`src/rtl/counter_pkg.sv`:
```
// Shared types and constants for the synchronised up/down counter.
package counter_pkg;

    typedef enum logic {CNT_WRAP, CNT_SATURATE} count_mode_e;

    localparam int unsigned MIN_SYNC_STAGES = 2;

endpackage

```
`src/rtl/sync_bit_n.sv`:
```
// N-flop synchroniser for a single asynchronous control bit.
module sync_bit_n #(
    parameter int unsigned STAGES = 2
) (
    input  logic clk,
    input  logic reset,
    input  logic d,
    output logic q
);

    logic [STAGES-1:0] sync_r;

    always_ff @(posedge clk or negedge reset) begin
        if (!reset) begin
            sync_r <= '0;
        end else begin
            sync_r <= {sync_r[STAGES-2:0], d};
        end
    end

    assign q = sync_r[STAGES-1];

endmodule

```
`src/rtl/sync_updown_counter.sv`:
```
// Up/down counter with programmable limit, wrap/saturate mode and one-shot load,
// fed by synchronised asynchronous control inputs.
module sync_updown_counter
    import counter_pkg::*;
#(
    parameter int unsigned WIDTH       = 8,
    parameter int unsigned SYNC_STAGES = 2,
    parameter count_mode_e MODE        = CNT_WRAP
) (
    input  logic             clk,
    input  logic             reset,
    input  logic             pause,
    input  logic             dir,
    input  logic             load,
    input  logic [WIDTH-1:0] parallel_in,
    input  logic [WIDTH-1:0] limit,
    output logic [WIDTH-1:0] counter_out,
    output logic             tc_pulse,
    output logic             bound_flag
);

    if (SYNC_STAGES < MIN_SYNC_STAGES) begin : g_bad_sync_stages
        $error("sync_updown_counter: SYNC_STAGES must be >= %0d", MIN_SYNC_STAGES);
    end

    if (WIDTH < 2) begin : g_bad_width
        $error("sync_updown_counter: WIDTH must be >= 2");
    end

    logic sync_pause;
    logic sync_dir;
    logic sync_load;
    logic load_prev;
    logic load_evt;

    sync_bit_n #(.STAGES(SYNC_STAGES)) u_sync_pause (
        .clk   (clk),
        .reset (reset),
        .d     (pause),
        .q     (sync_pause)
    );

    sync_bit_n #(.STAGES(SYNC_STAGES)) u_sync_dir (
        .clk   (clk),
        .reset (reset),
        .d     (dir),
        .q     (sync_dir)
    );

    sync_bit_n #(.STAGES(SYNC_STAGES)) u_sync_load (
        .clk   (clk),
        .reset (reset),
        .d     (load),
        .q     (sync_load)
    );

    always_ff @(posedge clk or negedge reset) begin
        if (!reset) begin
            load_prev <= 1'b0;
        end else begin
            load_prev <= sync_load;
        end
    end

    assign load_evt = sync_load & ~load_prev;

    logic [WIDTH-1:0] cnt_nxt;
    logic             tc_nxt;
    logic             bf_nxt;

    // Compare against the bounds before stepping so no carry/borrow is needed.
    always_comb begin
        cnt_nxt = counter_out;
        tc_nxt  = 1'b0;
        bf_nxt  = bound_flag;
        if (load_evt) begin
            cnt_nxt = (parallel_in > limit) ? limit : parallel_in;
            bf_nxt  = 1'b0;
        end else if (!sync_pause) begin
            if (!sync_dir) begin
                if (counter_out < limit) begin
                    cnt_nxt = counter_out + 1'b1;
                end else begin
                    cnt_nxt = (MODE == CNT_SATURATE) ? limit : '0;
                    tc_nxt  = 1'b1;
                    bf_nxt  = 1'b1;
                end
            end else begin
                if (counter_out != '0) begin
                    cnt_nxt = counter_out - 1'b1;
                end else begin
                    cnt_nxt = (MODE == CNT_SATURATE) ? '0 : limit;
                    tc_nxt  = 1'b1;
                    bf_nxt  = 1'b1;
                end
            end
        end
    end

    always_ff @(posedge clk or negedge reset) begin
        if (!reset) begin
            counter_out <= '0;
            tc_pulse    <= 1'b0;
            bound_flag  <= 1'b0;
        end else begin
            counter_out <= cnt_nxt;
            tc_pulse    <= tc_nxt;
            bound_flag  <= bf_nxt;
        end
    end

endmodule

```
`config.mk`:
```
export PLATFORM = sky130hd
export DESIGN_NAME = sync_updown_counter
export DESIGN_NICKNAME = d
export VERILOG_FILES = /design/src/rtl/counter_pkg.sv /design/src/rtl/sync_bit_n.sv /design/src/rtl/sync_updown_counter.sv
export SDC_FILE = /design/constraint.sdc
export NUM_CORES = 1
export LEC_CHECK = 0
export CORE_MARGIN = 5
export CORE_UTILIZATION = 40
export CTS_CLUSTER_SIZE = 16
export DETAILED_ROUTE_END_ITERATION = 8
export GPL_ROUTABILITY_DRIVEN = 0
export PLACE_DENSITY = 0.7
export SLEW_MARGIN = 0
export SYNTH_ARGS = -nofsm -noshare
export SYNTH_HDL_FRONTEND = slang
export SYNTH_SLANG_ARGS = --single-unit
```
`constraint.sdc`:
```
create_clock -name clk -period 4.08 [get_ports clk]
set_clock_uncertainty 0.2 [all_clocks]
set_input_delay 1.224 -clock clk [delete_from_list [all_inputs] [get_ports clk]]
set_output_delay 1.224 -clock clk [all_outputs]
set_load 0.01 [all_outputs]
```
After elaboration in Yosys (flattened, before gate mapping)
Cells that the tools add are included.
W data, S select, Z words.
{"block": "word_totals", "input_bits": 21, "reg_bits": 17, "output_inout_bits": 10}
{"block": "op_classes", "n_mux": 16, "bitwise_logic": 2, "n_addsub": 2, "order_cmp": 2, "n_reduce_logical": 2, "n_eq_ne": 3}
{"cell": "$mux W8", "count": 6}
{"cell": "$mux W1", "count": 10}
{"cell": "$add A8 B1 Y8 const B", "count": 1}
{"cell": "$gt A8 B8 Y1", "count": 1}
{"cell": "$lt A8 B8 Y1", "count": 1}
{"cell": "$reduce_bool A8 Y1", "count": 1}
{"cell": "$sub A8 B1 Y8 const B", "count": 1}
{"cell": "$ne A3 B2 Y1 const B", "count": 1}
{"cell": "$ne A3 B3 Y1 const B", "count": 1}
{"cell": "$reduce_and A3 Y1", "count": 1}
{"cell": "$ne A2 B2 Y1 const B", "count": 1}
{"cell": "$and A1 B1 Y1", "count": 1}
{"cell": "$not A1 Y1", "count": 1}

Depth between registers and ports, before layout
Gate-level depths: netlist of the first run.
{"block": "depth", "word_depth": 5, "depth_mapped": 10, "ltp_nobuf": 8}

By module
A second synthesis of the first run with hierarchy kept.
{"block": "hier_totals", "hier_cells": 184, "hier_area_um2": 1589.0}
{"mod": "sync_updown_counter", "cells_per_inst": 178, "seq_area_each_um2": 275.3, "instances": 1, "area_per_inst_um2": 1438.9}
{"mod": "sync_bit_n", "cells_per_inst": 2, "seq_area_each_um2": 50.0, "instances": 3, "area_per_inst_um2": 50.0}

Worst setup path after synthesis of the first run
OpenSTA, ideal clock, no wires.
{"block": "synth_timing", "path_type": "input to register", "startpoint": "in limit[1]", "endpoint": "reg counter_out[5]", "stages": 8, "path_buffers": 0, "setup_time_ps": 123, "t_required_ps": 3757, "t_arrival_ps": 3123, "slack_ps": 635, "path_cell_list": "inv_1 ha_1 nor2b_1 o211ai_1 a21oi_1 o31ai_2 mux2_2 o221a_2"}
{"block": "synth_via", "elab_chain_cells": 5}
{"item": "from (decl)", "line": "sync_updown_counter.sv:16", "source": "input logic [WIDTH-1:0] limit,"}
{"item": "$lt A8 B8 Y1", "line": "sync_updown_counter.sv:81", "source": "if (counter_out < limit) begin"}
{"item": "$mux W8", "line": "sync_updown_counter.sv:81"}
{"item": "$mux W8", "line": "sync_updown_counter.sv:80", "source": "if (!sync_dir) begin"}
{"item": "$mux W8", "line": "sync_updown_counter.sv:79", "source": "end else if (!sync_pause) begin"}
{"item": "$mux W8 (*)", "line": "sync_updown_counter.sv:76", "source": "if (load_evt) begin"}
{"item": "to (signal assigned)", "line": "sync_updown_counter.sv:106", "source": "counter_out <= cnt_nxt;"}
{"item": "to (decl)", "line": "sync_updown_counter.sv:17", "source": "output logic [WIDTH-1:0] counter_out,"}
Every way passes the cells marked *; elsewhere a longest branch is shown, timed or not. The select of a mux whose other input is x is not followed.
A chain may end at the register's enable or synchronous reset.

Final worst setup path of the first run
{"block": "layout_timing", "startpoint": "in limit[1]", "endpoint": "reg counter_out[2]"}
The elaborated chain is that of the path after synthesis.

==> out/results.ini, run 1 <==
[die]
io_pins = 31
fp.dieH_um = 71.98
dieWidth_um = 71.98
dieArea_um2 = 5180
rows = 22
coreArea_um2 = 3689
start_util = 0.4166

[sta]
fin_crit_ps = 3485
tightest_slew_ps = 809.6
rsz0062_at_grt = false
fmax_mhz = 286.9
slew_headroom = 0.4586
fin_tns_setup_ps = 0
finalHoldViolations = 0
slew_viol_final = 0
hold_ws_ps = 151.9
finalSetupViolations = 0
post-route-period-util = 0.8542

[layout]
drive_gt1_frac = 0.08081
syn_to_final_growth_pct = 24.02
fill_cells = 364
multi_input_area_um2 = 996.0
fin_area_um2 = 1906
seq_area_um2 = 425.4
diodes = 0
layout.nets = 238

[clock_tree]
ctsResizeCount = 0
htree_levels = 1
root_buffer = clkbuf_8
clock_latency_ps = 260
clockBufferDepth = 2
cts_hold_repair.buffers = 0
numCtsBuffers = 3
cts_sinks = 17
post_cts_buffers = 0
path_clk_slew_ps = 80
cts_tree = yes

[power]
power_density_nw_per_um2 = 382.3
fin_total_pwr_uw = 728.5
ir_drop_mv = 0.1736
power_leakage_nw = 0.8371

[grt]
grt_max_degree = 18
grt_pass1_wl_um = 6906
overflow = 0
grt_pass1_vias = 1502
track_usage = 0.1679
grt_antenna_before_repair = 0

[worst_setup_path]
timing.rr.end = counter_out[3]
critPathArrivalTime_ps = 3440
critical_path.cell_chain = clkdlybuf4s50_1 -> inv_1 -> ha_1 -> nor2b_1 -> o211ai_1 -> a21oi_1 -> o31ai_2 -> buf_4 -> mux2i_1 -> a221oi_1
critPathMaxFanout = 8
crit_type = input pin to flip-flop
endpoint_kind = flip-flop
slowest_stage = clkdlybuf4s50_1
required_ps = 4030
r2r-start = counter_out[2]
crit_start = limit[1]
start_kind = input pin
reg2reg_depth = 6
rrSetupSlack_ps = 1390
slowest_delay_ps = 510

[route]
vias = 1440
drc = 0
drt-wirelength-per-cell_um = 16.49
drt_wl_total_um = 4057
drtAntennaViolNets = 0
drtPass1Iterations = 4
drt-initial-drc-count = 111
vias_per_cell = 5.854

[worst_hold_path]
min_path_cells = 0
worst_hold_path_type = flip-flop to flip-flop
worstHoldStart = u_sync_pause.sync_r[0]
whs_endpoint = u_sync_pause.sync_r[1]

[placed_design]
hpwl_um = 3081
io_buffers = 30
placed_area_um2 = 1857

[logic_synthesis]
ys_warn_count = 0
ys.flop_type = dfrtp_1
synth_nets = 208
synth-edff-count = 0
ys_seq_area_frac = 0.2769
synthCells = 169
syn_avg_cell_area_um2 = 9.092
netlist-cell-type-count = 48
ys_ff_latch = 17
synth.cell_area_um2 = 1536
synthArstFlopShare = 1.000

[flow_run]
drv_cap = 0

[status]
status = finished, final reports clean

## area by class of cell
| class | count | share of cell area |
|---|---|---|
| repair buffers | 33 | 0.1694 |
| multi-input cells | 130 | 0.5227 |
| clock buffers | 3 | 0.02167 |
| well taps | 48 | 0.03152 |
| flip-flops and latches | 17 | 0.2232 |
| inverters | 14 | 0.02758 |
| clock inverters | 1 | 0.003940 |
## kinds of logic after synthesis
| logic type | count (synthesis) | share of synthesized area |
|---|---|---|
| xor gates and xnor gates | 5 | 0.02850 |
| and+or+nand+nor | 46 | 0.1645 |
| buffers and inverters | 22 | 0.07491 |
| muxes | 8 | 0.05293 |
| AOI/OAI and AO/OA | 53 | 0.2557 |
| DFF | 17 | 0.2769 |
| adders and majority gates | 18 | 0.1466 |
## worst max-delay path by stage
stage / to / cells past startpoint
2_1_floorplan: counter_out[5] / 8
3_3_place_gp: counter_out[2] / 10
3_5_place_dp: counter_out[2] / 10
4_1_cts: counter_out[2] / 10
5_1_grt: counter_out[1] / 10
6_report: counter_out[2] / 10
## sequential cells by signal (all words and copies together), names as in the netlist
register,cells
counter_out,8
u_sync_dir.sync_r,2
u_sync_load.sync_r,2
u_sync_pause.sync_r,2
bound_flag,1
load_prev,1
tc_pulse,1
## where the power goes
group	switching [mW]	internal, mW
Combinational	0.153	0.173
Clock	0.0665	0.0689
Sequential	0.0728	0.195
Total	0.292	0.436
## synthesized netlist by cell type (2+ instances only)
| library cell | n | area share |
|---|---|---|
| buf_4 | 2 | 0.0098 |
| o21ai_0 | 8 | 0.026 |
| a2111oi_0 | 2 | 0.011 |
| a221o_1 | 2 | 0.013 |
| dfrtp_1 | 17 | 0.28 |
| buf_2 | 2 | 0.0065 |
| inv_1 | 14 | 0.034 |
| nand3_1 | 5 | 0.016 |
| a221oi_1 | 2 | 0.011 |
| a211oi_1 | 4 | 0.020 |
| ha_1 | 18 | 0.15 |
| a21o_1 | 3 | 0.015 |
| nor2_1 | 7 | 0.017 |
| nor3_1 | 6 | 0.020 |
| o211ai_1 | 2 | 0.0098 |
| o21ai_1 | 2 | 0.0065 |
| nand2_1 | 9 | 0.022 |
| xor2_1 | 4 | 0.023 |
| or3_1 | 2 | 0.0081 |
| o41ai_1 | 2 | 0.011 |
| nor2b_1 | 3 | 0.012 |
| a21oi_1 | 14 | 0.046 |
| nor3b_1 | 2 | 0.0098 |
| mux2i_1 | 7 | 0.046 |
| and3_1 | 4 | 0.016 |
| nand4_1 | 2 | 0.0081 |
| buf_6 | 3 | 0.022 |
## critical path, delay by kind of cell
kind                     cells  cell delay (ps)
multiplexers                 1              110
AO/OA/AOI/OAI                4              840
buffers and inverters        3              840
AND/OR/NAND/NOR              1              130
adder cells (fa/ha/maj)      1              290
## cell usage in the layout, fill, tap and decap left out, drive strengths merged, types with 3 or more instances in the layout
master / netlist / layout
clkdlybuf4s50: 0 / 30
ha: 18 / 18
dfrtp: 17 / 17
inv: 14 / 14
a21oi: 14 / 14
o21ai: 10 / 10
nand2: 9 / 9
nor2: 8 / 8
mux2i: 7 / 7
nor3: 6 / 6
nand3: 5 / 5
a211oi: 4 / 4
and3: 4 / 4
xor2: 4 / 4
nor2b: 3 / 3
a21o: 3 / 3
clkbuf: 1 / 3
buf: 7 / 3
a2111oi: 3 / 3
## stage by stage
stage                       util  worst slack (ps)  std cells
after floorplan                -             634.8        169
after global routing      0.5166             468.3        246
final                     0.5166             594.7        246
after CTS                 0.5166             620.5        246
after global placement    0.5034             384.9        242
after detailed placement  0.5034             353.9        242
## layer usage
layer | GRT usage | vias up | part of all wire
met1 | 0.2043 | 687 | 0.42
met4 | 0.06263 | 0 | 0.021
met3 | 0.04294 | 11 | 0.059
li1 | - | 691 | -
met5 | 0 | - | 0
met2 | 0.2847 | 51 | 0.50
Power figures use the tool's default switching activity.
==> run 2, diff against run 1 <==
Settings changed: PLACE_DENSITY 0.7 to 0.72.
Clock period 4.08 ns to 3.1 ns, I/O delays scaled along.
==> out/results.ini, run 2 (same netlist as run 1, synthesis figures left out) <==
[power]
power_leakage_nw = 0.9650  ; +15%
ir_drop_mv = 0.2856  ; +64%
power_density_nw_per_um2 = 475.2  ; +24%
fin_total_pwr_mw = 1.011  ; +39%

[die]
io_pins = 31  ; unchanged
rows = 22  ; unchanged
dieArea_um2 = 5180  ; unchanged
coreArea_um2 = 3689  ; unchanged
start_util = 0.4166  ; unchanged
fp.dieH_um = 71.98  ; unchanged
dieWidth_um = 71.98  ; unchanged

[worst_setup_path]
start_kind = input pin
endpoint_kind = flip-flop
critPathMaxFanout = 3  ; -5
crit_type = input pin to flip-flop
required_ps = 3070  ; -960 ps
critPathArrivalTime_ps = 2990  ; -450 ps

[grt]
track_usage = 0.1773  ; +0.009416
grt_max_degree = 18  ; unchanged
grt_antenna_before_repair = 0  ; unchanged
grt_pass1_wl_um = 7341  ; +6.3%
grt_pass1_vias = 1573  ; +4.7%
overflow = 0  ; unchanged

[status]
status = finished, final reports clean

[sta]
finalSetupViolations = 0  ; unchanged
post-route-period-util = 0.9751
fmax_mhz = 330.8
tightest_slew_ps = 567.4  ; -242.2 ps
fin_crit_ps = 3023
slew_headroom = 0.6217  ; +0.1632
rsz0062_at_grt = false
fin_tns_setup_ps = 0  ; unchanged
finalHoldViolations = 0  ; unchanged
hold_ws_ps = 161.4  ; +9.501 ps
slew_viol_final = 0  ; unchanged

[clock_tree]
cts_tree = yes
root_buffer = clkbuf_8
clockBufferDepth = 2  ; unchanged
cts_sinks = 17  ; unchanged
path_clk_slew_ps = 70  ; about the same
cts_hold_repair.buffers = 0  ; unchanged
numCtsBuffers = 3  ; unchanged
clock_latency_ps = 260  ; about the same
htree_levels = 1  ; unchanged

[layout]
fin_area_um2 = 2128  ; +12%
post-route-util = 0.5770  ; +0.06038
drive_gt1_frac = 0.2072  ; +0.1264
largest_reg_flops = 8  ; unchanged
most-common-layout-cells = clkdlybuf4s50_1 (28), buf_4 (26), ha_1 (17), dfrtp_1 (17), inv_1 (13)
layout.nets = 262  ; +10%
largest_register = counter_out
layout_commonest_cell = clkdlybuf4s50_1
diodes = 0  ; unchanged
syn_to_final_growth_pct = 38.52

[route]
wl_met3_um = 298  ; +25%
vias_per_cell = 5.574  ; -4.8%
drc = 0  ; unchanged
drtPass1Iterations = 4  ; unchanged
vias = 1505  ; +4.5%
met2_length_um = 1967  ; -2.1%
met1_length_um = 1890  ; +9.9%
drtAntennaViolNets = 0  ; unchanged
drt-wirelength-per-cell_um = 15.75  ; -4.5%
drt_wl_total_um = 4252  ; +4.8%
drt-initial-drc-count = 77  ; -31%
dr.max_layer_used = met4

[placed_design]
io_buffers = 30  ; unchanged
placed_area_um2 = 2038  ; +9.8%
hpwl_um = 3321  ; +7.8%

[worst_hold_path]
worst_hold_path_type = flip-flop to flip-flop

[flow_run]
drv_cap = 0  ; unchanged

-- run 2: changes by cell type in the layout (fill, tap and decap cells not counted), moves of 2 or more --
cell             delta
a21oi_1             -3
a21oi_2             +3
buf_4              +23
clkdlybuf4s50_1     -2
dlygate4sd2_1       +2
-- run 2: final timing paths --
kind	start	end	cells after the start	slack (ps)
max in group asynchronous	reset	counter_out[6]	2	1700
setup reg to reg	counter_out[1]	counter_out[3]	8	490
min in group asynchronous	reset	counter_out[2]	2	800
setup / recovery	limit[7]	counter_out[0]	10	80
hold reg to reg	u_sync_pause.sync_r[0]	u_sync_pause.sync_r[1]	0	160
hold / removal	u_sync_pause.sync_r[0]	u_sync_pause.sync_r[1]	0	160
-- run 2: metrics by stage --
stage,setup WS (ps),std cells
2_1_floorplan,131.6,169
3_3_place_gp,-304.8,265
3_5_place_dp,-325.9,265
4_1_cts,1.790,270
5_1_grt,2.953,270
6_report,77.05,270
-- run 2: metal layers --
metal,global-route usage,vias up
li1,-,740
met1,0.2363,692
met2,0.2898,62
met5,0,-
met3,0.02909,11
met4,0.06263,0
-- run 2: timing repair --
item / CTS / global route
hold endpoints to repair: 0 / 0
endpoints found under the setup margin: 6 / 8
pin swaps: 5 / 3
gates resized for setup: 9 / 4
buffers inserted: 1 / 0
-- run 2: layout make-up --
class | count | area, µm²
inverters | 14 | 52.55
clock buffers | 3 | 41.29
well taps | 48 | 60.06
flip-flops and latches | 17 | 425.4
repair buffers | 57 | 504.2
multi-input cells | 130 | 1040
clock inverters | 1 | 5.005
fillers | 338 | 1560
-- run 2: where the power goes --
part	total [mW]	internal [mW]	leakage [nW]	switching (mW)
logic	0.520	0.273	0.739	0.247
registers	0.321	0.257	0.201	0.0641
clock network	0.170	0.0894	0.0255	0.0804
-- run 2: worst max-delay path, cell delays in order --
cell             delay [ps]
clkdlybuf4s50_1         480
inv_1                    60
ha_1                    330
a211oi_1                230
nand2_1                 100
a21oi_2                 140
buf_4                   140
nor2_1                   40
o311a_1                 300
a311oi_2                230
==> run 3, diff against run 2 <==
Settings changed: PLACE_DENSITY 0.72 to 0.7.
Clock period 3.1 ns to 2.79 ns, I/O delays scaled along.
==> out/results.ini, run 3 (same netlist as run 1, synthesis figures left out) <==
[power]
swShare = 0.3999  ; +0.01234
ir_drop_mv = 0.4488  ; +57%
power_density_nw_per_um2 = 526.3  ; +11%
p_clk_frac = 0.152  ; -0.016
p_sw_uw = 499.5  ; +27%
power_leakage_nw = 1.087  ; +13%
pwr-share-comb = 0.573  ; +0.059
p_int_uw = 749.6  ; +21%
power_frac_seq = 0.275  ; -0.043

[sta]
rsz0062_at_grt = false
fin_crit_ps = 2594
finalSetupViolations = 0  ; unchanged
fmax_mhz = 385.5
slew_headroom = 0.6048  ; -0.01694
slew_viol_final = 0  ; unchanged
finalHoldViolations = 0  ; unchanged
post-route-period-util = 0.9297
hold_ws_ps = 153.7  ; -7.687 ps
tightest_slew_ps = 592.8  ; +25.41 ps

[route]
vias_per_cell = 5.814  ; +4.3%
drt_wl_total_um = 4965  ; +17%
drt-initial-drc-count = 123  ; +60%
drtPass1Iterations = 4  ; unchanged
drtAntennaViolNets = 0  ; unchanged
drt-wirelength-per-cell_um = 17.80  ; +13%
drc = 0  ; unchanged
vias = 1622  ; +7.8%

[layout]
largest_reg_flops = 8  ; unchanged
diodes = 0  ; unchanged
most-common-layout-cells = buf_4 (33), dfrtp_1 (17), clkdlybuf4s50_1 (14), a21oi_1 (11), nand2_1 (9)
fin_area_um2 = 2374  ; +12%
layout_commonest_cell = buf_4
largest_register = counter_out
drive_gt1_frac = 0.3593  ; +0.1521
syn_to_final_growth_pct = 54.48
layout.nets = 271  ; +3.4%

[worst_setup_path]
crit_type = input pin to flip-flop
reg2reg_depth = 6  ; -2
start_kind = input pin
crit_family = compound AO/OA/AOI/OAI gates
slowest_stage = mux2_4
critPathArrivalTime_ps = 2540  ; -450 ps
endpoint_kind = flip-flop
rrSetupSlack_ps = 250  ; -240 ps
path_buf_inv = 2  ; -1
critPathMaxFanout = 2  ; -1
critical_path.cell_chain = dlygate4sd2_1 -> inv_2 -> ha_4 -> a211oi_2 -> nor2_2 -> o31ai_4 -> mux2_4 -> o221a_2
slowest_delay_ps = 330  ; -150 ps
required_ps = 2740  ; -330 ps
critical_path_depth = 8  ; -2

[grt]
overflow = 0  ; unchanged
track_usage = 0.1994  ; +0.02207
grt_max_degree = 18  ; unchanged
grt_antenna_before_repair = 0  ; unchanged
grt_pass1_wl_um = 8314  ; +13%
grt_pass1_vias = 1738  ; +10%

[flow_run]
drv_cap = 0  ; unchanged

[clock_tree]
numCtsBuffers = 3  ; unchanged
clock_latency_ps = 260  ; about the same
path_clk_slew_ps = 70  ; about the same
root_buffer = clkbuf_8
cts_sinks = 17  ; unchanged
cts_tree = yes
htree_levels = 1  ; unchanged
clockBufferDepth = 2  ; unchanged

[worst_hold_path]
worst_hold_path_type = flip-flop to flip-flop
min_path_cells = 0  ; unchanged

[die]
start_util = 0.4166  ; unchanged
io_pins = 31  ; unchanged
fp.dieH_um = 71.98  ; unchanged
dieArea_um2 = 5180  ; unchanged
rows = 22  ; unchanged
coreArea_um2 = 3689  ; unchanged
dieWidth_um = 71.98  ; unchanged

[placed_design]
hpwl_um = 3417  ; +2.9%
io_buffers = 30  ; unchanged
placed_area_um2 = 2087  ; +2.4%

[status]
status = finished, final reports clean

[run 3: cell types whose count changed in the layout (fill, tap and decap cells not counted), moves of 7 or more]
cell             change
clkdlybuf4s50_1     -14
inv_1                -7
ha_1                 -9
buf_4                +7
dlymetal6s2s_1       +7
ha_4                 +7
inv_2                +7
[run 3: worst register-to-register path: cells and delay by family, from the launching register on]
kind / cells / cell delay (ps)
flops: 1 / 460
mux: 1 / 150
compound gates: 3 / 540
simple gates: 2 / 1110
[run 3: per-layer routing]
metal,up-vias,track usage,share of wire
li1,759,-,-
met1,783,0.2406,0.39
met2,72,0.3561,0.53
met3,8,0.03463,0.068
met4,0,0.06681,0.016
met5,-,0,0
[run 3: power by group through the flow]
| stage | Sequential (mW) | Clock [mW] | Combinational (mW) |
|---|---|---|---|
| 2_1_floorplan | 0.350 | 0 | 0.342 |
| 3_3_place_gp | 0.338 | 0 | 0.588 |
| 3_5_place_dp | 0.341 | 0 | 0.607 |
| 4_1_cts | 0.342 | 0.196 | 0.662 |
| 5_1_grt | 0.351 | 0.208 | 0.781 |
| 6_report | 0.343 | 0.190 | 0.715 |
[run 3: stage by stage]
step / power [mW] / utilization / std cells / worst slack, ps / setup TNS [ps]
after floorplan: 0.6922 / - / 169 / -81.58 / -81.58
after global placement: 0.9259 / 0.5658 / 271 / -467.2 / -3830
after detailed placement: 0.9483 / 0.5658 / 271 / -557.4 / -4559
after CTS: 1.199 / 0.6170 / 276 / 3.808 / 0
after global routing: 1.340 / 0.6435 / 279 / 86.16 / 0
final: 1.249 / 0.6435 / 279 / 196.2 / 0
[run 3: final timing paths]
path	start	endpoint
max in group asynchronous	reset	counter_out[6]
min in group asynchronous	reset	bound_flag
worst max register to register	counter_out[3]	counter_out[3]
worst min-delay path	u_sync_pause.sync_r[0]	u_sync_pause.sync_r[1]
worst min register to register	u_sync_pause.sync_r[0]	u_sync_pause.sync_r[1]
worst max-delay path	limit[5]	counter_out[5]
[run 3: repair_timing]
action                                  in CTS  in global routing
gates resized for setup                     40                 23
endpoints found under the setup margin       9                  8
hold buffers                                 0                  0
pin swaps                                   14                 11
buffers inserted                             1                  3
[run 3: final cells by class]
class,instances,area (µm²)
fillers,317,1315
multi-input cells,130,1209
repair buffers,66,580.6
flip-flops and latches,17,425.4
well taps,48,60.06
inverters,14,52.55
clock buffers,3,41.29
clock inverters,1,5.005
